`src/rtl/spi_pkg.sv`:
```
// Shared SPI constants: default FIFO geometry, flag bit positions, and the
// log2 / flag-decode helpers used by the FIFO.
package spi_pkg;

    localparam int SPI_FIFO_DEPTH_DEF = 4;
    localparam int SPI_DWIDTH_DEF     = 8;

    localparam int FLG_EMPTY     = 0;
    localparam int FLG_EMPTY_NXT = 1;
    localparam int FLG_FULL_NXT  = 2;
    localparam int FLG_FULL      = 3;
    localparam int FLG_W         = 4;

    function automatic int spi_log2(input int v);
        int r;
        r = 0;
        for (int i = 0; i < 31; i++)
            if ((1 << i) < v) r = i + 1;
        return r;
    endfunction

    function automatic logic [FLG_W-1:0] spi_flags(input int unsigned cnt,
                                                   input int unsigned depth);
        logic [FLG_W-1:0] f;
        f                = '0;
        f[FLG_EMPTY]     = (cnt == 0);
        f[FLG_EMPTY_NXT] = (cnt == 1);
        f[FLG_FULL_NXT]  = (cnt == depth - 1);
        f[FLG_FULL]      = (cnt == depth);
        return f;
    endfunction

endpackage

```
`src/rtl/spi_fifo_buf_if.sv`:
```
// FIFO data/flag bundle between the register file (master) and the FIFO (slave).
interface spi_fifo_if #(
    parameter int DWIDTH = 8,
    parameter int AWIDTH = 2
) ();
    logic              clr;
    logic              wr_en;
    logic [DWIDTH-1:0] wr_data;
    logic              rd_en;
    logic [DWIDTH-1:0] rd_data;
    logic              full;
    logic              full_next;
    logic              empty;
    logic              empty_next;
    logic [AWIDTH:0]   count;
    logic              overflow;
    logic              underflow;

    modport master (
        output clr, wr_en, wr_data, rd_en,
        input  rd_data, full, full_next, empty, empty_next, count, overflow, underflow
    );

    modport slave (
        input  clr, wr_en, wr_data, rd_en,
        output rd_data, full, full_next, empty, empty_next, count, overflow, underflow
    );
endinterface

```
`src/rtl/spi_fifo_buf_mem.sv`:
```
// DEPTH x DWIDTH FIFO storage. Read port is combinational when
// SPI_FIFO_FWFT_EN is defined, otherwise a registered port loaded on re.
module spi_fifo_mem #(
    parameter int DWIDTH = 8,
    parameter int DEPTH  = 4,
    parameter int AWIDTH = 2
) (
    input  logic              clk,
    input  logic              rst_n,
    input  logic              we,
    input  logic [AWIDTH-1:0] waddr,
    input  logic [DWIDTH-1:0] wdata,
    input  logic              re,
    input  logic [AWIDTH-1:0] raddr,
    output logic [DWIDTH-1:0] rdata
);

    logic [DWIDTH-1:0] r_mem [DEPTH];

    // Storage is deliberately left out of reset.
    always_ff @(posedge clk) begin
        if (we) r_mem[waddr] <= wdata;
    end

`ifdef SPI_FIFO_FWFT_EN
    logic w_unused_fwft;
    assign w_unused_fwft = re | rst_n;
    assign rdata         = r_mem[raddr];
`else
    logic [DWIDTH-1:0] r_rdata;

    always_ff @(posedge clk or negedge rst_n) begin
        if (!rst_n)  r_rdata <= '0;
        else if (re) r_rdata <= r_mem[raddr];
    end

    assign rdata = r_rdata;
`endif

endmodule

```
`src/rtl/spi_fifo_buf.sv`:
```
// Single-clock SPI TX/RX FIFO: pointers, explicit occupancy count, registered
// flags and overflow/underflow strobes. Optional macro: SPI_FIFO_FWFT_EN.
module spi_fifo_buf
    import spi_pkg::*;
#(
    parameter int DWIDTH = SPI_DWIDTH_DEF,
    parameter int DEPTH  = SPI_FIFO_DEPTH_DEF,
    parameter int AWIDTH = spi_log2(SPI_FIFO_DEPTH_DEF)
) (
    input  logic     pclk,
    input  logic     presetn,
    spi_fifo_if.slave bus
);

    generate
        if (AWIDTH != spi_log2(DEPTH) || DEPTH < 2 || (DEPTH & (DEPTH - 1)) != 0) begin : g_bad_geom
            $error("spi_fifo_buf: DEPTH must be a power of two >= 2 and AWIDTH == log2(DEPTH)");
        end
    endgenerate

    localparam logic [FLG_W-1:0] FLAGS_RST = spi_flags(0, DEPTH);

    logic [AWIDTH-1:0] r_wptr;
    logic [AWIDTH-1:0] r_rptr;
    logic [AWIDTH:0]   r_count;
    logic [FLG_W-1:0]  r_flags;
    logic              r_ovf;
    logic              r_unf;

    logic              w_wr_acc;
    logic              w_rd_acc;
    logic [AWIDTH:0]   w_cnt_nxt;

    assign w_wr_acc = bus.wr_en && !r_flags[FLG_FULL]  && !bus.clr;
    assign w_rd_acc = bus.rd_en && !r_flags[FLG_EMPTY] && !bus.clr;

    always_comb begin
        w_cnt_nxt = r_count;
        if (bus.clr)                   w_cnt_nxt = '0;
        else if (w_wr_acc && !w_rd_acc) w_cnt_nxt = r_count + 1'b1;
        else if (!w_wr_acc && w_rd_acc) w_cnt_nxt = r_count - 1'b1;
    end

    // Flags are decoded from the next count so they land in the same cycle as count.
    always_ff @(posedge pclk or negedge presetn) begin
        if (!presetn) begin
            r_wptr  <= '0;
            r_rptr  <= '0;
            r_count <= '0;
            r_flags <= FLAGS_RST;
            r_ovf   <= 1'b0;
            r_unf   <= 1'b0;
        end else begin
            r_count <= w_cnt_nxt;
            r_flags <= spi_flags(int'(w_cnt_nxt), DEPTH);
            r_ovf   <= !bus.clr && bus.wr_en && r_flags[FLG_FULL];
            r_unf   <= !bus.clr && bus.rd_en && r_flags[FLG_EMPTY];
            if (bus.clr) begin
                r_wptr <= '0;
                r_rptr <= '0;
            end else begin
                if (w_wr_acc) r_wptr <= r_wptr + 1'b1;
                if (w_rd_acc) r_rptr <= r_rptr + 1'b1;
            end
        end
    end

    spi_fifo_mem #(
        .DWIDTH (DWIDTH),
        .DEPTH  (DEPTH),
        .AWIDTH (AWIDTH)
    ) u_mem (
        .clk   (pclk),
        .rst_n (presetn),
        .we    (w_wr_acc),
        .waddr (r_wptr),
        .wdata (bus.wr_data),
        .re    (w_rd_acc),
        .raddr (r_rptr),
        .rdata (bus.rd_data)
    );

    assign bus.count      = r_count;
    assign bus.empty      = r_flags[FLG_EMPTY];
    assign bus.empty_next = r_flags[FLG_EMPTY_NXT];
    assign bus.full_next  = r_flags[FLG_FULL_NXT];
    assign bus.full       = r_flags[FLG_FULL];
    assign bus.overflow   = r_ovf;
    assign bus.underflow  = r_unf;

endmodule

```
`src/flat_wrapper.sv`:
```
// flat-port wrapper written by rule: the top's interface ports become plain ports
module spi_fifo_buf_flat import spi_pkg::*;
#(
    parameter int DWIDTH = SPI_DWIDTH_DEF,
    parameter int DEPTH  = SPI_FIFO_DEPTH_DEF,
    parameter int AWIDTH = spi_log2(SPI_FIFO_DEPTH_DEF)
)
  (pclk, presetn, bus_clr, bus_wr_en, bus_wr_data, bus_rd_en, bus_rd_data, bus_full, bus_full_next, bus_empty, bus_empty_next, bus_count, bus_overflow, bus_underflow);
  spi_fifo_if #(.DWIDTH(DWIDTH), .AWIDTH(AWIDTH)) bus_i ();
  input  logic pclk;
  input  logic presetn;
  input wire logic [$bits(bus_i.clr)-1:0] bus_clr;
  input wire logic [$bits(bus_i.wr_en)-1:0] bus_wr_en;
  input wire logic [$bits(bus_i.wr_data)-1:0] bus_wr_data;
  input wire logic [$bits(bus_i.rd_en)-1:0] bus_rd_en;
  output wire logic [$bits(bus_i.rd_data)-1:0] bus_rd_data;
  output wire logic [$bits(bus_i.full)-1:0] bus_full;
  output wire logic [$bits(bus_i.full_next)-1:0] bus_full_next;
  output wire logic [$bits(bus_i.empty)-1:0] bus_empty;
  output wire logic [$bits(bus_i.empty_next)-1:0] bus_empty_next;
  output wire logic [$bits(bus_i.count)-1:0] bus_count;
  output wire logic [$bits(bus_i.overflow)-1:0] bus_overflow;
  output wire logic [$bits(bus_i.underflow)-1:0] bus_underflow;
  assign bus_i.clr = bus_clr;
  assign bus_i.wr_en = bus_wr_en;
  assign bus_i.wr_data = bus_wr_data;
  assign bus_i.rd_en = bus_rd_en;
  assign bus_rd_data = bus_i.rd_data;
  assign bus_full = bus_i.full;
  assign bus_full_next = bus_i.full_next;
  assign bus_empty = bus_i.empty;
  assign bus_empty_next = bus_i.empty_next;
  assign bus_count = bus_i.count;
  assign bus_overflow = bus_i.overflow;
  assign bus_underflow = bus_i.underflow;
  spi_fifo_buf #(.DWIDTH(DWIDTH), .DEPTH(DEPTH), .AWIDTH(AWIDTH)) u_core (.pclk(pclk), .presetn(presetn), .bus(bus_i));
endmodule
```
`config.mk`:
```
export PLATFORM = sky130hd
export DESIGN_NAME = spi_fifo_buf_flat
export DESIGN_NICKNAME = d
export VERILOG_FILES = /design/src/rtl/spi_pkg.sv /design/src/rtl/spi_fifo_buf_if.sv /design/src/rtl/spi_fifo_buf_mem.sv /design/src/rtl/spi_fifo_buf.sv /design/src/flat_wrapper.sv
export SDC_FILE = /design/constraint.sdc
export NUM_CORES = 1
export LEC_CHECK = 0
export ABC_CLOCK_PERIOD_IN_PS = 2300
export CORE_MARGIN = 3
export CORE_UTILIZATION = 53
export DETAILED_ROUTE_END_ITERATION = 7
export PLACE_DENSITY = 0.77
export SKIP_CTS_REPAIR_TIMING = 1
export SYNTH_ARGS = -nofsm -noshare
export SYNTH_HDL_FRONTEND = slang
export SYNTH_HIERARCHICAL = 1
export SYNTH_SLANG_ARGS = --single-unit
```
`constraint.sdc`:
```
create_clock -name pclk -period 2.3 [get_ports pclk]
set_input_delay 0.345 -clock pclk [delete_from_list [all_inputs] [get_ports pclk]]
set_output_delay 0.345 -clock pclk [all_outputs]
set_load 0.01 [all_outputs]
```
==> run summary, run 1 <==
## Global routing
- 17.4% — GRT Overall Usage
- 19 — maximum number of pins on one net before global-route repair
- 0 — antenna violations before repair
- 6.40 mm — wire length of the first global-routing pass
- 1279 — via count of the first global-routing pass
- 0 — grt ovf

## STA
- 0 ns — total negative slack for setup checks
- 0 — number of endpoints with negative hold slack in the final report
- 0.592 ns — Tightest Pin Transition
- 0 — Slew Viols, Final
- 0.00699 ns — post-route clock skew
- 0.410 ns — tightest hold margin
- false — RSZ-0062 raised after global routing
- 78.2% — portion of the clock cycle consumed by the worst path in the final layout
- 0 — Final setup violation count
- 0.503 ns — post-route setup slack
- 1.80 ns — final critical-path required period
- 60.4% — relative slew slack
- 556 MHz — Achievable Freq

## Flow run
- 0 — max-cap violation count

## Run status
- complete, no violations — run status

## Placement
- 0.00257 sq mm — Placed Instance Area
- 0.197 ns — Setup Slack @ Placement
- 0.888 — weighted congestion at the end of routability-driven global placement
- 229 — Placed Instances
- 2.81 mm — placed wire-length estimate after detailed placement
- 29 — number of buffers inserted by port buffering

## Synthesis
- 0.00220 sq mm — post-synthesis instance area
- 163 — post-synthesis net count
- edfxtp_1 — prevailing post-synth register cell
- 67.5% — sequential fraction of the synthesis area
- edfxtp_1 — most common cell in the netlist
- 1.14% — adder and majority cell fraction of the synthesized area
- 43.6% — Yosys top cell area share
- 148 — post-synthesis instance total
- edfxtp_1, dfrtp_1, mux2i_1, o221ai_1, nand2b_1 — top post-synthesis cells by area
- 53 — post-synthesis register bit count
- 6 — count of synthesis-stage warnings from yosys
- edfxtp_1 — post-synth top area cell
- simple AND/OR/NAND/NOR gates — combinational family with the most area after synthesis
- 2.39% — Post-Synth XOR/XNOR Area
- 5.91% — Compound-Gate Fraction of Synth Area
- 14.9 sq um — mean post-synth cell area
- 34 — number of distinct library cells after synthesis
- 39.6% — share of async-settable or async-resettable flops after synthesis
- 32 — number of enable flip-flop cells after synthesis
- 11.2% — simple-gate area share of the yosys netlist
- edfxtp_1, dfrtp_1, mux2i_1 — leading post-synthesis cells by instance count
- 8.18% — multiplexer share of the synthesized area

## Setup path
- dfrtp_1 — Slowest cell on crit path
- 2.53 ns — worst endpoint required time
- 6 — crit-path max FO
- 1 — worst path bufs/invs
- inv_1, ha_1, nor3b_1, a211oi_1, a211o_1, nor3_2 — worst-path cell chain
- flip-flop — crit path capture type
- flip-flop to flip-flop — Crit Path Category
- flip-flops — largest delay contributor family on the critical path
- flip-flop — launching element type of the critical path
- 2.03 ns — arrival time of data at the critical path endpoint
- 0.45 ns — maximum single-stage delay on the critical path

## Floorplanning
- 30 — Top Ports
- 0.00383 sq mm — Floorplan Core Area
- 0.00497 sq mm — floorplan die area
- 70.5 um — die height
- 22 — site row count
- 57.6% — Initial Utilization
- 70.5 um — width of the die

## Min path
- input port to async pin — worst hold-check path type

## Routing
- 0 — number of design rule violations left after detail routing
- 0 — number of routed nets with antenna violations
- 5.39 — Vias/cell
- 4 — DRT Pass-1 Iters
- 52 — Starting DRT DRC Count
- 1278 — total via count after detailed routing
- 3.89 mm — Total Wirelength
- 16.4 um — average wire per standard cell

## Finish
- 21.6% — relative area change from synthesis to final layout
- 12.7% — proportion of layout cells with a drive suffix above 1
- 0 — diode insertion count for antenna repair
- 255 — fill cell total of the finished layout
- 70.0% — Final Core Density
- 237 — filler-free cell count of the finished design
- 0.00268 sq mm — final design instance area without fill
- 203 — final net count

## Clock tree
- 2 — deepest clock path buffer count
- 0.09 ns — register clock-pin slew on the reported worst setup and hold paths
- 53 — sinks on the clock net
- 2 — H-tree Lvls
- built — TritonCTS clock tree
- 0.31 ns — clock latency on the worst-skew pair
- 5 — total CTS buffers
- clkbuf_8 — library cell used as clock root buffer

## Pwr
- 2.33 mW — final total power
- 519 uV — worst vdd rail ir drop
- 1.01 nW — Leakage
- 870 mW/mm^2 — power density over the cells

cell type report:
type	instances	area, sq um	share of cell area [%]
clock buffers	6	72.6	2.71
clock inverters	2	38.8	1.45
inverters	5	18.8	0.701
multi-input cells	84	636	23.7
flip-flops and latches	53	1490	55.5
well taps	48	60.1	2.24
repair buffers	39	365	13.6
sequential cells by signal, indices dropped and copies added (netlist names):
| name | flops |
|---|---|
| u_core/u_mem/r_mem | 32 |
| u_core/r_rptr | 2 |
| u_core/u_mem/rdata | 8 |
| u_core/bus.count | 3 |
| u_core/bus.underflow | 1 |
| u_core/bus.overflow | 1 |
| u_core/r_wptr | 2 |
| u_core/r_flags | 4 |
cells by family (layout without fill, tap and decap cells):
family,Yosys count,in the layout
multiplexers,18,18
AO/OA/AOI/OAI,15,15
XOR/XNOR,6,6
adder cells (fa/ha/maj),2,2
flip-flops,53,53
AND/OR/NAND/NOR,43,43
buffers and inverters,11,52
power breakdown:
group	internal, mW	switching [mW]	leakage, nW
sequential	1.12	0.0689	0.563
combinational	0.284	0.237	0.394
clock	0.327	0.296	0.0554
path summary, 6_finish.rpt:
path	from	to	slack, ns	depth (start not counted)
worst max-delay path	u_core/bus.count[0]	u_core/r_flags[2]	0.50	6
worst min-delay path	presetn	u_core/bus.overflow	0.41	1
worst max register to register	u_core/bus.count[0]	u_core/r_flags[2]	0.50	6
worst min register to register	u_core/u_mem/rdata[5]	u_core/u_mem/rdata[5]	0.51	2
max in group asynchronous	presetn	u_core/r_rptr[1]	1.33	2
min in group pclk	u_core/u_mem/rdata[5]	u_core/u_mem/rdata[5]	0.51	2
worst register-to-register path: cells and delay by family, from the launching register on:
family                     cells  cell delay (ns)
DFF                            1             0.45
AOI/OAI and AO/OA              2             0.42
and+or+nand+nor                2             0.39
adders and majority gates      1             0.36
buffers and inverters          1             0.11
cells in the final DEF (no fill, tap or decap), types with 2 or more instances in the layout:
cell / instances
edfxtp_1: 32
clkdlybuf4s50_1: 29
dfrtp_1: 20
mux2i_1: 18
nor2_1: 11
nand2b_1: 10
buf_4: 10
o221ai_1: 8
nand2_1: 7
clkbuf_8: 5
inv_1: 4
nor2b_1: 3
xor2_1: 3
xnor2_1: 3
nor3b_1: 2
a211oi_1: 2
ha_1: 2
layer usage:
| metal | wire (um) | part of all wire, % | vias to the layer above | global-route usage [%] |
|---|---|---|---|---|
| met3 | 133 | 3.4 | 6 | 5.04 |
| met2 | 1880 | 48 | 21 | 26.6 |
| met5 | 0 | 0 | - | 0 |
| met4 | 56 | 1.4 | 0 | 5.74 |
| li1 | - | - | 620 | - |
| met1 | 1820 | 47 | 631 | 23.8 |
Power figures use the tool's default switching activity.
==> run 2: changes to the inputs <==
Settings changed: ABC_CLOCK_PERIOD_IN_PS 2300 to 1800.
Clock period 2.3 ns to 1.8 ns, I/O delays scaled along.
==> run summary, run 2 (synthesis results as in run 1) <==
## Clock tree
- 5 — total CTS buffers, unchanged
- 53 — sinks on the clock net, unchanged
- 0.30 ns — clock latency on the worst-skew pair, was 0.31 ns
- 2 — deepest clock path buffer count, unchanged
- 0.09 ns — register clock-pin slew on the reported worst setup and hold paths, about the same
- clkbuf_8 — library cell used as clock root buffer, unchanged
- 2 — H-tree Lvls, unchanged
- built — TritonCTS clock tree, unchanged

## STA
- 0.00899 ns — post-route clock skew, was 0.00699 ns
- 0 — Final setup violation count, unchanged
- 0 ns — total negative slack for setup checks, unchanged
- 0.308 ns — Tightest Pin Transition, was 0.592 ns
- 0 — number of endpoints with negative hold slack in the final report, unchanged
- 0.0941 ns — post-route setup slack, was 0.503 ns
- 94.8% — portion of the clock cycle consumed by the worst path in the final layout
- 586 MHz — Achievable Freq
- 79.4% — relative slew slack, was 60.4%
- 0.317 ns — tightest hold margin, was 0.410 ns
- 1.71 ns — final critical-path required period
- 0 — Slew Viols, Final, unchanged

## Floorplanning
- 57.6% — Initial Utilization, unchanged
- 30 — Top Ports, unchanged
- 0.00497 sq mm — floorplan die area, unchanged
- 70.5 um — width of the die, unchanged
- 0.00383 sq mm — Floorplan Core Area, unchanged
- 70.5 um — die height, unchanged
- 22 — site row count, unchanged

## Setup path
- dfstp_2 — Slowest cell on crit path, was dfrtp_1
- 0.59 ns — maximum single-stage delay on the critical path, was 0.45 ns
- 4 — r2r worst-path depth, was 6
- bus_empty — crit path capture, was u_core/r_flags[2]
- 0.13 ns — reg-to-reg slack, setup, was 0.50 ns
- primary output — crit path capture type, was flip-flop
- flip-flop to primary output — Crit Path Category, was flip-flop to flip-flop
- clkdlybuf4s50_1 — worst-path cell chain, was inv_1, ha_1, nor3b_1, a211oi_1, a211o_1, nor3_2
- u_core/u_mem/r_mem[0][1] — reg2reg end, was u_core/r_flags[2]
- flip-flops — largest delay contributor family on the critical path, unchanged
- 1.44 ns — arrival time of data at the critical path endpoint, was 2.03 ns
- u_core/r_flags[3] — startpoint of the lowest-slack register-to-register path, was u_core/bus.count[0]
- 1 — worst path bufs/invs, unchanged
- u_core/r_flags[0] — CP Launch Point, was u_core/bus.count[0]
- 1 — logic depth of the worst setup path including buffers, was 6
- 1.53 ns — worst endpoint required time, was 2.53 ns
- 6 — crit-path max FO, unchanged
- flip-flop — launching element type of the critical path, unchanged

## Finish
- 32 — number of flip-flops in the largest register, unchanged
- 71.9% — Final Core Density, was 70.0%
- 24.9% — relative area change from synthesis to final layout, was 21.6%
- 0.00275 sq mm — final design instance area without fill, was 0.00268 sq mm
- 211 — final net count, was 203
- edfxtp_1, clkdlybuf4s50_1, dfrtp_1 — leading cell types in the layout, fill and taps excluded, unchanged
- 266 — fill cell total of the finished layout, was 255
- 245 — filler-free cell count of the finished design, was 237
- u_core/u_mem/r_mem — register bank with the most flops, unchanged
- edfxtp_1 — most common cell after layout, fill and taps aside, unchanged
- 17.8% — proportion of layout cells with a drive suffix above 1, was 12.7%
- 0 — diode insertion count for antenna repair, unchanged

## Placement
- 2.87 mm — placed wire-length estimate after detailed placement, was 2.81 mm
- 29 — number of buffers inserted by port buffering, unchanged
- 237 — Placed Instances, was 229
- 0.00266 sq mm — Placed Instance Area, was 0.00257 sq mm
- -0.115 ns — Setup Slack @ Placement, was 0.197 ns
- 0.933 — weighted congestion at the end of routability-driven global placement, was 0.888

## Global routing
- 18.5% — GRT Overall Usage, was 17.4%
- 22 — maximum number of pins on one net before global-route repair, was 19
- 0 — antenna violations before repair, unchanged
- 6.97 mm — wire length of the first global-routing pass, was 6.40 mm
- 0 — grt ovf, unchanged
- 1411 — via count of the first global-routing pass, was 1279

## Min path
- input port to async pin — worst hold-check path type, unchanged

## Routing
- 4.16 mm — Total Wirelength, was 3.89 mm
- 0 — number of routed nets with antenna violations, unchanged
- 0 — number of design rule violations left after detail routing, unchanged
- 17.0 um — average wire per standard cell, was 16.4 um
- 1345 — total via count after detailed routing, was 1278
- 5.49 — Vias/cell, was 5.39
- 68 — Starting DRT DRC Count, was 52
- 4 — DRT Pass-1 Iters, unchanged

## Run status
- complete, no violations — run status, unchanged

## Pwr
- 1030 mW/mm^2 — power density over the cells, was 870 mW/mm^2
- 1.04 nW — Leakage, was 1.01 nW
- 736 uV — worst vdd rail ir drop, was 519 uV
- 2.85 mW — final total power, was 2.33 mW

## Flow run
- 0 — max-cap violation count, unchanged

## run 2: worst min path at each step
stage / end / from
6_report: u_core/u_mem/rdata[5] / presetn
2_1_floorplan: u_core/bus.count[0] / presetn
3_3_place_gp: u_core/u_mem/rdata[2] / u_core/u_mem/rdata[2]
4_1_cts: u_core/r_wptr[0] / presetn
3_5_place_dp: u_core/u_mem/rdata[3] / u_core/u_mem/rdata[3]
5_1_grt: u_core/u_mem/rdata[0] / presetn
## run 2: layout make-up
type                            count  area (sq um)  area share [%]
Clock buffer                        6          72.6            2.64
Clock inverter                      2          15.0           0.546
Inverter                            5          18.8           0.682
Timing Repair Buffer               47           450            16.4
Tap cell                           48          60.1            2.18
Sequential cell                    53          1490            54.1
Multi-Input combinational cell     84           646            23.5
## run 2: layer usage
| layer | up-vias | wire (um) | global-route usage [%] |
|---|---|---|---|
| met5 | - | 0 | 0 |
| met3 | 7 | 185 | 4.75 |
| met1 | 670 | 1720 | 23.1 |
| li1 | 633 | - | - |
| met4 | 0 | 57 | 5.11 |
| met2 | 35 | 2200 | 31.8 |
## run 2: where the power goes
| part | leakage (nW) | internal [mW] | switching [mW] |
|---|---|---|---|
| clock | 0.0374 | 0.274 | 0.357 |
| combinational | 0.443 | 0.388 | 0.317 |
| sequential | 0.561 | 1.43 | 0.0828 |
